## config.mk

```make
export PLATFORM = sky130hd
export DESIGN_NAME = nco_sweep_ctrl_flat
export DESIGN_NICKNAME = d
export VERILOG_FILES = /design/src/rtl/nco_sweep_ctrl_if.sv /design/src/rtl/nco_sweep_ctrl.sv /design/src/flat_wrapper.sv
export SDC_FILE = /design/constraint.sdc
export NUM_CORES = 1
export LEC_CHECK = 0
export CORE_MARGIN = 10
export CORE_UTILIZATION = 50
export DETAILED_ROUTE_END_ITERATION = 8
export PLACE_DENSITY = 0.8
export SYNTH_ARGS = -nofsm -noshare
export SYNTH_HDL_FRONTEND = slang
export SYNTH_SLANG_ARGS = --single-unit
```

## constraint.sdc

```tcl
create_clock -name clk -period 4.7 [get_ports clk]
set_input_delay 0.94 -clock clk [delete_from_list [all_inputs] [get_ports clk]]
set_output_delay 0.94 -clock clk [all_outputs]
set_load 0.03 [all_outputs]
```

## src/rtl/nco_sweep_ctrl_if.sv

```systemverilog
// Control/status bundle between the effect registers (master) and the sweep sequencer (slave).
interface nco_sweep_ctrl_if #(
   parameter int FREQ_WIDTH  = 8,
   parameter int DWELL_WIDTH = 12
);
   logic                   start;
   logic                   stop;
   logic [1:0]             mode;
   logic [FREQ_WIDTH-1:0]  f_min;
   logic [FREQ_WIDTH-1:0]  f_max;
   logic [FREQ_WIDTH-1:0]  f_step;
   logic [DWELL_WIDTH-1:0] dwell;
   logic                   nco_en;
   logic [FREQ_WIDTH-1:0]  nco_freq;
   logic                   busy;
   logic                   done;
   logic                   cfg_err;
   logic                   dir;

   modport master (
      output start, stop, mode, f_min, f_max, f_step, dwell,
      input  nco_en, nco_freq, busy, done, cfg_err, dir
   );

   modport slave (
      input  start, stop, mode, f_min, f_max, f_step, dwell,
      output nco_en, nco_freq, busy, done, cfg_err, dir
   );
endinterface

```

## src/rtl/nco_sweep_ctrl.sv

```systemverilog
// Sweeps the nco_sin frequency word between f_min and f_max (one-shot, sawtooth or triangle),
// holding each value for a programmable dwell; all outputs registered.
module nco_sweep_ctrl #(
   parameter int FREQ_WIDTH  = 8,
   parameter int DWELL_WIDTH = 12
) (
   input logic              clk,
   input logic              rst,
   nco_sweep_ctrl_if.slave  io_sw
);
   localparam int FW = FREQ_WIDTH;
   localparam int DW = DWELL_WIDTH;
   localparam logic [DW-1:0] DWELL_ONE = DW'(1);

   typedef enum logic [1:0] {S_IDLE, S_RUN, S_DONE} state_t;

   state_t        r_state;
   logic [1:0]    r_mode;
   logic [FW-1:0] r_f_min;
   logic [FW-1:0] r_f_max;
   logic [FW-1:0] r_f_step;
   logic [FW-1:0] r_freq;
   logic [DW-1:0] r_reload;
   logic [DW-1:0] r_cnt;
   logic          r_en;
   logic          r_busy;
   logic          r_done;
   logic          r_cfg_err;
   logic          r_dir;

   logic [FW:0]   w_up_sum;
   logic [FW:0]   w_dn_diff;
   logic [FW-1:0] w_up_nxt;
   logic [FW-1:0] w_dn_nxt;
   logic [DW-1:0] w_reload;
   logic          w_cfg_bad;

   // One extra bit on the step arithmetic so saturation sees the true sum/difference.
   always_comb begin
      w_up_sum  = {1'b0, r_freq} + {1'b0, r_f_step};
      w_dn_diff = {1'b0, r_freq} - {1'b0, r_f_step};
      w_up_nxt  = (w_up_sum > {1'b0, r_f_max}) ? r_f_max : w_up_sum[FW-1:0];
      w_dn_nxt  = (w_dn_diff[FW] || (w_dn_diff[FW-1:0] < r_f_min)) ? r_f_min : w_dn_diff[FW-1:0];
   end

   assign w_reload  = (io_sw.dwell == '0) ? '0 : io_sw.dwell - DWELL_ONE;
   assign w_cfg_bad = (io_sw.f_min > io_sw.f_max) || (io_sw.f_step == '0);

   always_ff @(posedge clk) begin
      if (rst) begin
         r_state   <= S_IDLE;
         r_mode    <= '0;
         r_f_min   <= '0;
         r_f_max   <= '0;
         r_f_step  <= '0;
         r_freq    <= '0;
         r_reload  <= '0;
         r_cnt     <= '0;
         r_en      <= 1'b0;
         r_busy    <= 1'b0;
         r_done    <= 1'b0;
         r_cfg_err <= 1'b0;
         r_dir     <= 1'b0;
      end else begin
         r_done    <= 1'b0;
         r_cfg_err <= 1'b0;
         case (r_state)
            S_IDLE: begin
               if (io_sw.start && !io_sw.stop) begin
                  if (w_cfg_bad) begin
                     r_cfg_err <= 1'b1;
                  end else begin
                     r_mode   <= io_sw.mode;
                     r_f_min  <= io_sw.f_min;
                     r_f_max  <= io_sw.f_max;
                     r_f_step <= io_sw.f_step;
                     r_reload <= w_reload;
                     r_cnt    <= w_reload;
                     r_freq   <= io_sw.f_min;
                     r_en     <= 1'b1;
                     r_busy   <= 1'b1;
                     r_dir    <= 1'b0;
                     r_state  <= S_RUN;
                  end
               end
            end
            S_RUN: begin
               if (io_sw.stop) begin
                  r_state <= S_IDLE;
                  r_en    <= 1'b0;
                  r_busy  <= 1'b0;
               end else if (r_cnt != '0) begin
                  r_cnt <= r_cnt - DWELL_ONE;
               end else begin
                  r_cnt <= r_reload;
                  // Landing on f_min while descending turns the triangle back up immediately.
                  if (r_dir) begin
                     r_freq <= w_dn_nxt;
                     r_dir  <= (w_dn_nxt != r_f_min);
                  end else if (r_freq != r_f_max) begin
                     r_freq <= w_up_nxt;
                  end else begin
                     case (r_mode)
                        2'b01: r_freq <= r_f_min;
                        2'b10: begin
                           r_freq <= w_dn_nxt;
                           r_dir  <= (w_dn_nxt != r_f_min);
                        end
                        default: begin
                           r_state <= S_DONE;
                           r_done  <= 1'b1;
                           r_en    <= 1'b0;
                           r_busy  <= 1'b0;
                        end
                     endcase
                  end
               end
            end
            S_DONE:  r_state <= S_IDLE;
            default: r_state <= S_IDLE;
         endcase
      end
   end

   assign io_sw.nco_en   = r_en;
   assign io_sw.nco_freq = r_freq;
   assign io_sw.busy     = r_busy;
   assign io_sw.done     = r_done;
   assign io_sw.cfg_err  = r_cfg_err;
   assign io_sw.dir      = r_dir;
endmodule

```

## src/flat_wrapper.sv

```systemverilog
// flat-port wrapper written by rule: the top's interface ports become plain ports
module nco_sweep_ctrl_flat 
#(
   parameter int FREQ_WIDTH  = 8,
   parameter int DWELL_WIDTH = 12
)
  (clk, rst, io_sw_start, io_sw_stop, io_sw_mode, io_sw_f_min, io_sw_f_max, io_sw_f_step, io_sw_dwell, io_sw_nco_en, io_sw_nco_freq, io_sw_busy, io_sw_done, io_sw_cfg_err, io_sw_dir);
  nco_sweep_ctrl_if #(.FREQ_WIDTH(FREQ_WIDTH), .DWELL_WIDTH(DWELL_WIDTH)) io_sw_i ();
  input logic clk;
  input logic rst;
  input wire logic [$bits(io_sw_i.start)-1:0] io_sw_start;
  input wire logic [$bits(io_sw_i.stop)-1:0] io_sw_stop;
  input wire logic [$bits(io_sw_i.mode)-1:0] io_sw_mode;
  input wire logic [$bits(io_sw_i.f_min)-1:0] io_sw_f_min;
  input wire logic [$bits(io_sw_i.f_max)-1:0] io_sw_f_max;
  input wire logic [$bits(io_sw_i.f_step)-1:0] io_sw_f_step;
  input wire logic [$bits(io_sw_i.dwell)-1:0] io_sw_dwell;
  output wire logic [$bits(io_sw_i.nco_en)-1:0] io_sw_nco_en;
  output wire logic [$bits(io_sw_i.nco_freq)-1:0] io_sw_nco_freq;
  output wire logic [$bits(io_sw_i.busy)-1:0] io_sw_busy;
  output wire logic [$bits(io_sw_i.done)-1:0] io_sw_done;
  output wire logic [$bits(io_sw_i.cfg_err)-1:0] io_sw_cfg_err;
  output wire logic [$bits(io_sw_i.dir)-1:0] io_sw_dir;
  assign io_sw_i.start = io_sw_start;
  assign io_sw_i.stop = io_sw_stop;
  assign io_sw_i.mode = io_sw_mode;
  assign io_sw_i.f_min = io_sw_f_min;
  assign io_sw_i.f_max = io_sw_f_max;
  assign io_sw_i.f_step = io_sw_f_step;
  assign io_sw_i.dwell = io_sw_dwell;
  assign io_sw_nco_en = io_sw_i.nco_en;
  assign io_sw_nco_freq = io_sw_i.nco_freq;
  assign io_sw_busy = io_sw_i.busy;
  assign io_sw_done = io_sw_i.done;
  assign io_sw_cfg_err = io_sw_i.cfg_err;
  assign io_sw_dir = io_sw_i.dir;
  nco_sweep_ctrl #(.FREQ_WIDTH(FREQ_WIDTH), .DWELL_WIDTH(DWELL_WIDTH)) u_core (.clk(clk), .rst(rst), .io_sw(io_sw_i));
endmodule
```

==> flow_summary.json, run 1 <==
{
  "slowest_stage": "o22a_1",
  "pwr-share-clk": 0.259,
  "cts_made_buffers": 9,
  "die_x_um": 122,
  "core-area_sq_um": 10300,
  "r2r-start": "u_core.io_sw.nco_freq[0]$_SDFFE_PP0P_",
  "drc": 0,
  "crit_chain": "inv_1, ha_1, inv_1, fa_1, a21o_1, a221oi_1, nand2b_1, xor2_1, ha_1, and4_1, o21ai_0, a21oi_1, o22a_1, mux2i_1, a2111oi_0, o2bb2ai_1",
  "cp_num_buf_inv": 2,
  "rsz0062_at_grt": "false",
  "hold_start": "u_core.r_reload[1]$_SDFFE_PP0P_",
  "synth_nets": 750,
  "crit_family": "compound AO/OA/AOI/OAI gates",
  "fp.dieH_um": 122,
  "cts_resized": 0,
  "grt_pass1_wl_um": 24600,
  "r2r_setup_slack_ps": 380,
  "clk_transition_reported_paths_ps": 70,
  "area_growth_pct": 14.8,
  "boundaryPins": 55,
  "setup_ws_ps": 381,
  "drv_slew": 0,
  "syn_inst": 662,
  "syn_avg_cell_area_sq_um": 7.92,
  "status": "completed",
  "ctsLongestPathBuffers": 2,
  "slowest_delay_ps": 650,
  "vias": 5036,
  "switching_share": 0.382,
  "antenna_found_initial": 0,
  "tritoncts": "done",
  "drive_gt1_frac": 0.0576,
  "netlist_top_cells_area": "dfxtp_1, ha_1, mux2i_1, nor2_1, a21oi_1",
  "critPathLaunchType": "flip-flop",
  "clock-sinks": 64,
  "synth_warnings": 0,
  "p_switching_w": 0.000711,
  "post-route-min-period_ps": 4320,
  "grt_start_max_net_pins": 47,
  "hold_depth": 2,
  "route.detailed.vias_per_inst": 6.07,
  "gr-total-overflow": 0,
  "num_rows": 37,
  "ys_async_sr_fraction": 0,
  "cts_setup_buffers": 0,
  "port_buffers": 54,
  "place_congestion": 0.915,
  "comb_power_share": 0.413,
  "p_leak_nw": 2.42,
  "critPathKind": "reg -> reg",
  "crit_arrival_ps": 4590,
  "tightest_slew_ps": 856,
  "layout.nets": 777,
  "fin_skew_ps": 14.6,
  "fin_crit_sh": 0.919,
  "synth_top_area_frac": 0.245,
  "initial_utilization": 0.510,
  "maxCapViolCount": 0,
  "diodes": 0,
  "mostFrequentLayoutCells": "nor2_1, dfxtp_1, clkdlybuf4s50_1",
  "maxSlewHeadroom": 0.429,
  "finalSetupViolCount": 0,
  "synth_seq_cells": 64,
  "cts_hold_buffers": 0,
  "setup_tns_ps": 0,
  "synthDistinctLibCells": 68,
  "post-place-ws_ps": 444,
  "required_ps": 4970,
  "grt_usage": 0.200,
  "r2r_end": "u_core.io_sw.nco_freq[2]$_SDFFE_PP0P_",
  "holdPathEnd": "u_core.r_reload[1]$_SDFFE_PP0P_",
  "wl_um": 14800,
  "p_seq_frac": 0.328,
  "first_iter_violations": 402,
  "reg2reg_depth": 16,
  "hold_viol_final": 0,
  "grt_pass1_vias": 5111,
  "powerDensity_nw_per_um2": 310,
  "internal-power_w": 0.00115,
  "irDropWorstVdd_v": 0.000248,
  "synth_ff_type": "dfxtp_1",
  "hp-class": "reg -> reg",
  "ant_nets": 0,
  "wl_per_cell_um": 17.9,
  "yosys.area.top_type": "dfxtp_1",
  "clock.fmax_ghz": 0.232,
  "cp_max_fo": 18,
  "dieArea_sq_um": 15000,
  "final_common_cell": "nor2_1",
  "first_pass_iters": 5,
  "cp-end-kind": "flip-flop",
  "cts_root_buf": "clkbuf_8",
  "synth_edf_count": 0,
  "h-tree-depth": 3,
  "hpwl_um": 11200,
  "ys_seq_area_frac": 0.245,
  "synth_area_sq_um": 5240,
  "insertion_delay_ps": 350
}
-- per-layer routing --
metal | vias to the layer above | GRT usage | share of wire
li1 | 2416 | - | -
met1 | 2426 | 0.225 | 0.42
met2 | 157 | 0.354 | 0.50
met3 | 37 | 0.0344 | 0.045
met4 | 0 | 0.103 | 0.039
met5 | - | 0 | 0
-- per-stage QoR --
step / std cells / total power [W] / instance area (sq um) / utilization / hold slack [ps]
floorplan: 662 / 0.00118 / 5240 / - / 460
global placement: 814 / 0.00134 / 5820 / 0.566 / 475
detailed placement: 814 / 0.00137 / 5820 / 0.566 / 488
CTS: 830 / 0.00186 / 6020 / 0.585 / 503
global route: 830 / 0.00197 / 6020 / 0.585 / 543
finish: 830 / 0.00186 / 6020 / 0.585 / 501
-- worst max-delay path by stage --
stage | startpoint | endpoint | slack [ps] | cells after the start
after floorplan | u_core.io_sw.nco_freq[0]$_SDFFE_PP0P_ | u_core.io_sw.nco_freq[0]$_SDFFE_PP0P_ | 860 | 18
after global placement | u_core.io_sw.nco_freq[0]$_SDFFE_PP0P_ | u_core.io_sw.nco_freq[4]$_SDFFE_PP0P_ | 760 | 16
after detailed placement | u_core.io_sw.nco_freq[0]$_SDFFE_PP0P_ | u_core.io_sw.nco_freq[2]$_SDFFE_PP0P_ | 440 | 16
after CTS | u_core.io_sw.nco_freq[0]$_SDFFE_PP0P_ | u_core.io_sw.nco_freq[2]$_SDFFE_PP0P_ | 410 | 16
after global routing | u_core.io_sw.nco_freq[0]$_SDFFE_PP0P_ | u_core.io_sw.nco_freq[2]$_SDFFE_PP0P_ | 110 | 16
final | u_core.io_sw.nco_freq[0]$_SDFFE_PP0P_ | u_core.io_sw.nco_freq[2]$_SDFFE_PP0P_ | 380 | 16
-- synthesized netlist by cell type, types with 4 or more instances --
master,number
nand2_1,26
o2bb2ai_1,5
o21ai_0,22
o21bai_1,7
or2_2,10
xnor2_1,16
a21o_1,8
and3_1,6
dfxtp_1,64
nor3_1,22
inv_1,47
buf_1,4
nor4_1,9
a211oi_1,23
a22oi_1,4
a21oi_1,38
ha_1,44
o211ai_1,4
o32ai_1,4
and3b_1,4
nor2b_1,9
nand4_1,4
nand3_1,9
xor2_1,17
mux2i_1,51
clkbuf_1,34
nand2b_1,5
nor2_1,99
nand3b_1,4
-- worst reg2reg max path, cell delays in order (launching register included) --
cell,delay (ps)
dfxtp_1,350
inv_1,90
ha_1,170
inv_1,60
fa_1,440
a21o_1,200
a221oi_1,340
nand2b_1,120
xor2_1,340
ha_1,230
and4_1,170
o21ai_0,80
a21oi_1,140
o22a_1,650
mux2i_1,150
a2111oi_0,540
o2bb2ai_1,170
-- cell families (layout without fill, tap and decap cells) --
logic type      after synthesis  after routing  share of synthesized area
flops                        64             64                      0.245
xor+xnor                     34             34                     0.0595
compound gates              152            152                      0.206
simple gates                224            224                      0.210
mux                          52             52                     0.0996
fa+ha+maj                    46             46                      0.113
buf+inv                      90            122                     0.0678
-- power groups by stage --
stage                     registers, W  logic, W  clock network, W
after global routing          0.000616  0.000842          0.000514
after detailed placement      0.000622  0.000749                 0
final                         0.000611  0.000770          0.000483
after global placement        0.000620  0.000719                 0
after floorplan               0.000621  0.000556                 0
after CTS                     0.000610  0.000757          0.000489
-- area by class of cell --
type / count / area, sq um
well taps: 136 / 170
flip-flops and latches: 64 / 1280
fillers: 920 / 4260
inverters: 47 / 176
multi-input cells: 508 / 3600
clock buffers: 11 / 141
repair buffers: 59 / 586
clock inverters: 5 / 56.3
-- state kept, by name (all words and copies together), names as in the netlist --
register	count
u_core.r_f_step	8
u_core.io_sw.dir	1
u_core.r_reload	12
u_core.r_mode	2
u_core.r_f_max	8
u_core.io_sw.done	1
u_core.r_f_min	8
u_core.io_sw.nco_freq	8
u_core.r_state	2
u_core.io_sw.busy	1
u_core.io_sw.cfg_err	1
u_core.r_cnt	12
Note: power is estimated with default switching activity, not from simulation.
==> inputs of run 2 (changes only) <==
RECOVER_POWER = 25   (was unset)
==> flow_summary.json, run 2 (synthesized netlist as in run 1, its figures left out) <==
{
  "status": "completed",
  "wl_per_cell_um": 17.9,
  "crit_chain": "inv_1, ha_1, inv_1, fa_1, a21o_1, a221oi_1, nand2b_1, xor2_1, ha_1, and4_1, o21ai_0, a21oi_1, o22a_1, mux2i_1, a2111oi_0, o2bb2ai_1",
  "rsz0062_at_grt": "false",
  "slowest_delay_ps": 650,
  "first_iter_violations": 408,
  "cts_setup_buffers": 0,
  "final_common_cell": "nor2_1",
  "gr-total-overflow": 0,
  "place_congestion": 0.915,
  "dieArea_sq_um": 15000,
  "reg2reg_depth": 16,
  "hpwl_um": 11200,
  "hold_start": "u_core.r_reload[1]$_SDFFE_PP0P_",
  "port_buffers": 54,
  "fp.dieH_um": 122,
  "hold_depth": 2,
  "boundaryPins": 55,
  "hold_viol_final": 0,
  "maxCapViolCount": 0,
  "r2r_setup_slack_ps": 370,
  "core-area_sq_um": 10300,
  "timing.hold.ws_ps": 501,
  "area_growth_pct": 14.8,
  "slowest_stage": "o22a_1",
  "clk_transition_reported_paths_ps": 80,
  "cts_made_buffers": 9,
  "insertion_delay_ps": 350,
  "pwr-share-clk": 0.260,
  "dp.cells": 814,
  "setup_ws_ps": 370,
  "ctsLongestPathBuffers": 2,
  "p_seq_frac": 0.328,
  "drc": 0,
  "grt_usage": 0.200,
  "post-place-ws_ps": 444,
  "setup_tns_ps": 0,
  "holdPathEnd": "u_core.r_reload[1]$_SDFFE_PP0P_",
  "r2r-start": "u_core.io_sw.nco_freq[0]$_SDFFE_PP0P_",
  "p_leak_nw": 2.47,
  "fin_skew_ps": 14.1,
  "critPathLaunchType": "flip-flop",
  "layout.nets": 777,
  "fillCellCount": 921,
  "grt_pass1_wl_um": 24600,
  "die_x_um": 122,
  "diodes": 0,
  "place_area_sq_um": 5820,
  "cts_resized": 0,
  "top_regs": "u_core.r_cnt (12), u_core.r_reload (12)",
  "final_cells": 830,
  "drv_slew": 0,
  "cp_max_fo": 18,
  "first_pass_iters": 5,
  "num_rows": 37,
  "r2r_end": "u_core.io_sw.nco_freq[2]$_SDFFE_PP0P_",
  "switching_share": 0.382,
  "hp-class": "reg -> reg",
  "drive_gt1_frac": 0.0562,
  "grt_start_max_net_pins": 47,
  "p_switching_w": 0.000712,
  "crit_arrival_ps": 4600,
  "maxSlewHeadroom": 0.429,
  "comb_power_share": 0.412,
  "route.detailed.vias_per_inst": 6.07,
  "irDropWorstVdd_v": 0.000249,
  "required_ps": 4970,
  "fin_area_sq_um": 6010,
  "finalSetupViolCount": 0,
  "cp-end-kind": "flip-flop",
  "vias": 5038,
  "fin_crit_sh": 0.921,
  "powerDensity_nw_per_um2": 310,
  "top_usage_layer": "met2",
  "globalRouteMet2Util": 0.354,
  "cts_hold_buffers": 0,
  "initial_utilization": 0.510,
  "tritoncts": "done",
  "ant_nets": 0,
  "mostFrequentLayoutCells": "nor2_1, dfxtp_1, mux2i_1",
  "met1_usage": 0.225,
  "clock.fmax_ghz": 0.231,
  "antenna_found_initial": 0,
  "grt_pass1_vias": 5111,
  "met3_usage": 0.0344,
  "cts_root_buf": "clkbuf_8",
  "h-tree-depth": 3,
  "tightest_slew_ps": 856,
  "internal-power_w": 0.00115,
  "wl_um": 14800,
  "clock-sinks": 64,
  "post-route-min-period_ps": 4330,
  "critPathKind": "reg -> reg"
}
## run 2: worst max-delay path by stage
stage / startpoint / endpoint / slack, ps / depth (start not counted)
final: u_core.io_sw.nco_freq[0]$_SDFFE_PP0P_ / u_core.io_sw.nco_freq[2]$_SDFFE_PP0P_ / 370 / 16
after global routing: u_core.io_sw.nco_freq[0]$_SDFFE_PP0P_ / u_core.io_sw.nco_freq[2]$_SDFFE_PP0P_ / 110 / 16
after CTS: u_core.io_sw.nco_freq[0]$_SDFFE_PP0P_ / u_core.io_sw.nco_freq[2]$_SDFFE_PP0P_ / 410 / 16
after detailed placement: u_core.io_sw.nco_freq[0]$_SDFFE_PP0P_ / u_core.io_sw.nco_freq[2]$_SDFFE_PP0P_ / 440 / 16
after global placement: u_core.io_sw.nco_freq[0]$_SDFFE_PP0P_ / u_core.io_sw.nco_freq[4]$_SDFFE_PP0P_ / 760 / 16
after floorplan: u_core.io_sw.nco_freq[0]$_SDFFE_PP0P_ / u_core.io_sw.nco_freq[0]$_SDFFE_PP0P_ / 860 / 18
## run 2: final cells by class
cell class                      count  area (sq um)  share of cell area
Multi-Input combinational cell    508          3600               0.599
Sequential cell                    64          1280               0.213
Timing Repair Buffer               59           586              0.0974
Inverter                           47           176              0.0293
Tap cell                          136           170              0.0283
Clock buffer                       11           141              0.0235
Clock inverter                      5          56.3             0.00936
## run 2: through the flow
step            util  total power, W
2_1_floorplan      -         0.00118
3_3_place_gp   0.566         0.00134
3_5_place_dp   0.566         0.00137
4_1_cts        0.585         0.00186
5_1_grt        0.585         0.00197
6_report       0.585         0.00186
## run 2: power by group through the flow
stage	clock (W)	sequential, W	combinational [W]
global route	0.000514	0.000615	0.000840
floorplan	0	0.000621	0.000556
CTS	0.000489	0.000610	0.000757
finish	0.000484	0.000611	0.000767
detailed placement	0	0.000622	0.000749
global placement	0	0.000620	0.000719
## run 2: metal layers
metal | vias to the layer above | share of wire
met5 | - | 0
met1 | 2427 | 0.41
li1 | 2414 | -
met4 | 0 | 0.038
met3 | 37 | 0.047
met2 | 160 | 0.50
## run 2: critical path, delay by kind of cell (launching register included)
family | cells | cell delay (ps)
compound gates | 7 | 2130
fa+ha+maj | 3 | 840
flops | 1 | 360
xor+xnor | 1 | 340
simple gates | 2 | 290
buf+inv | 2 | 150
mux | 1 | 150
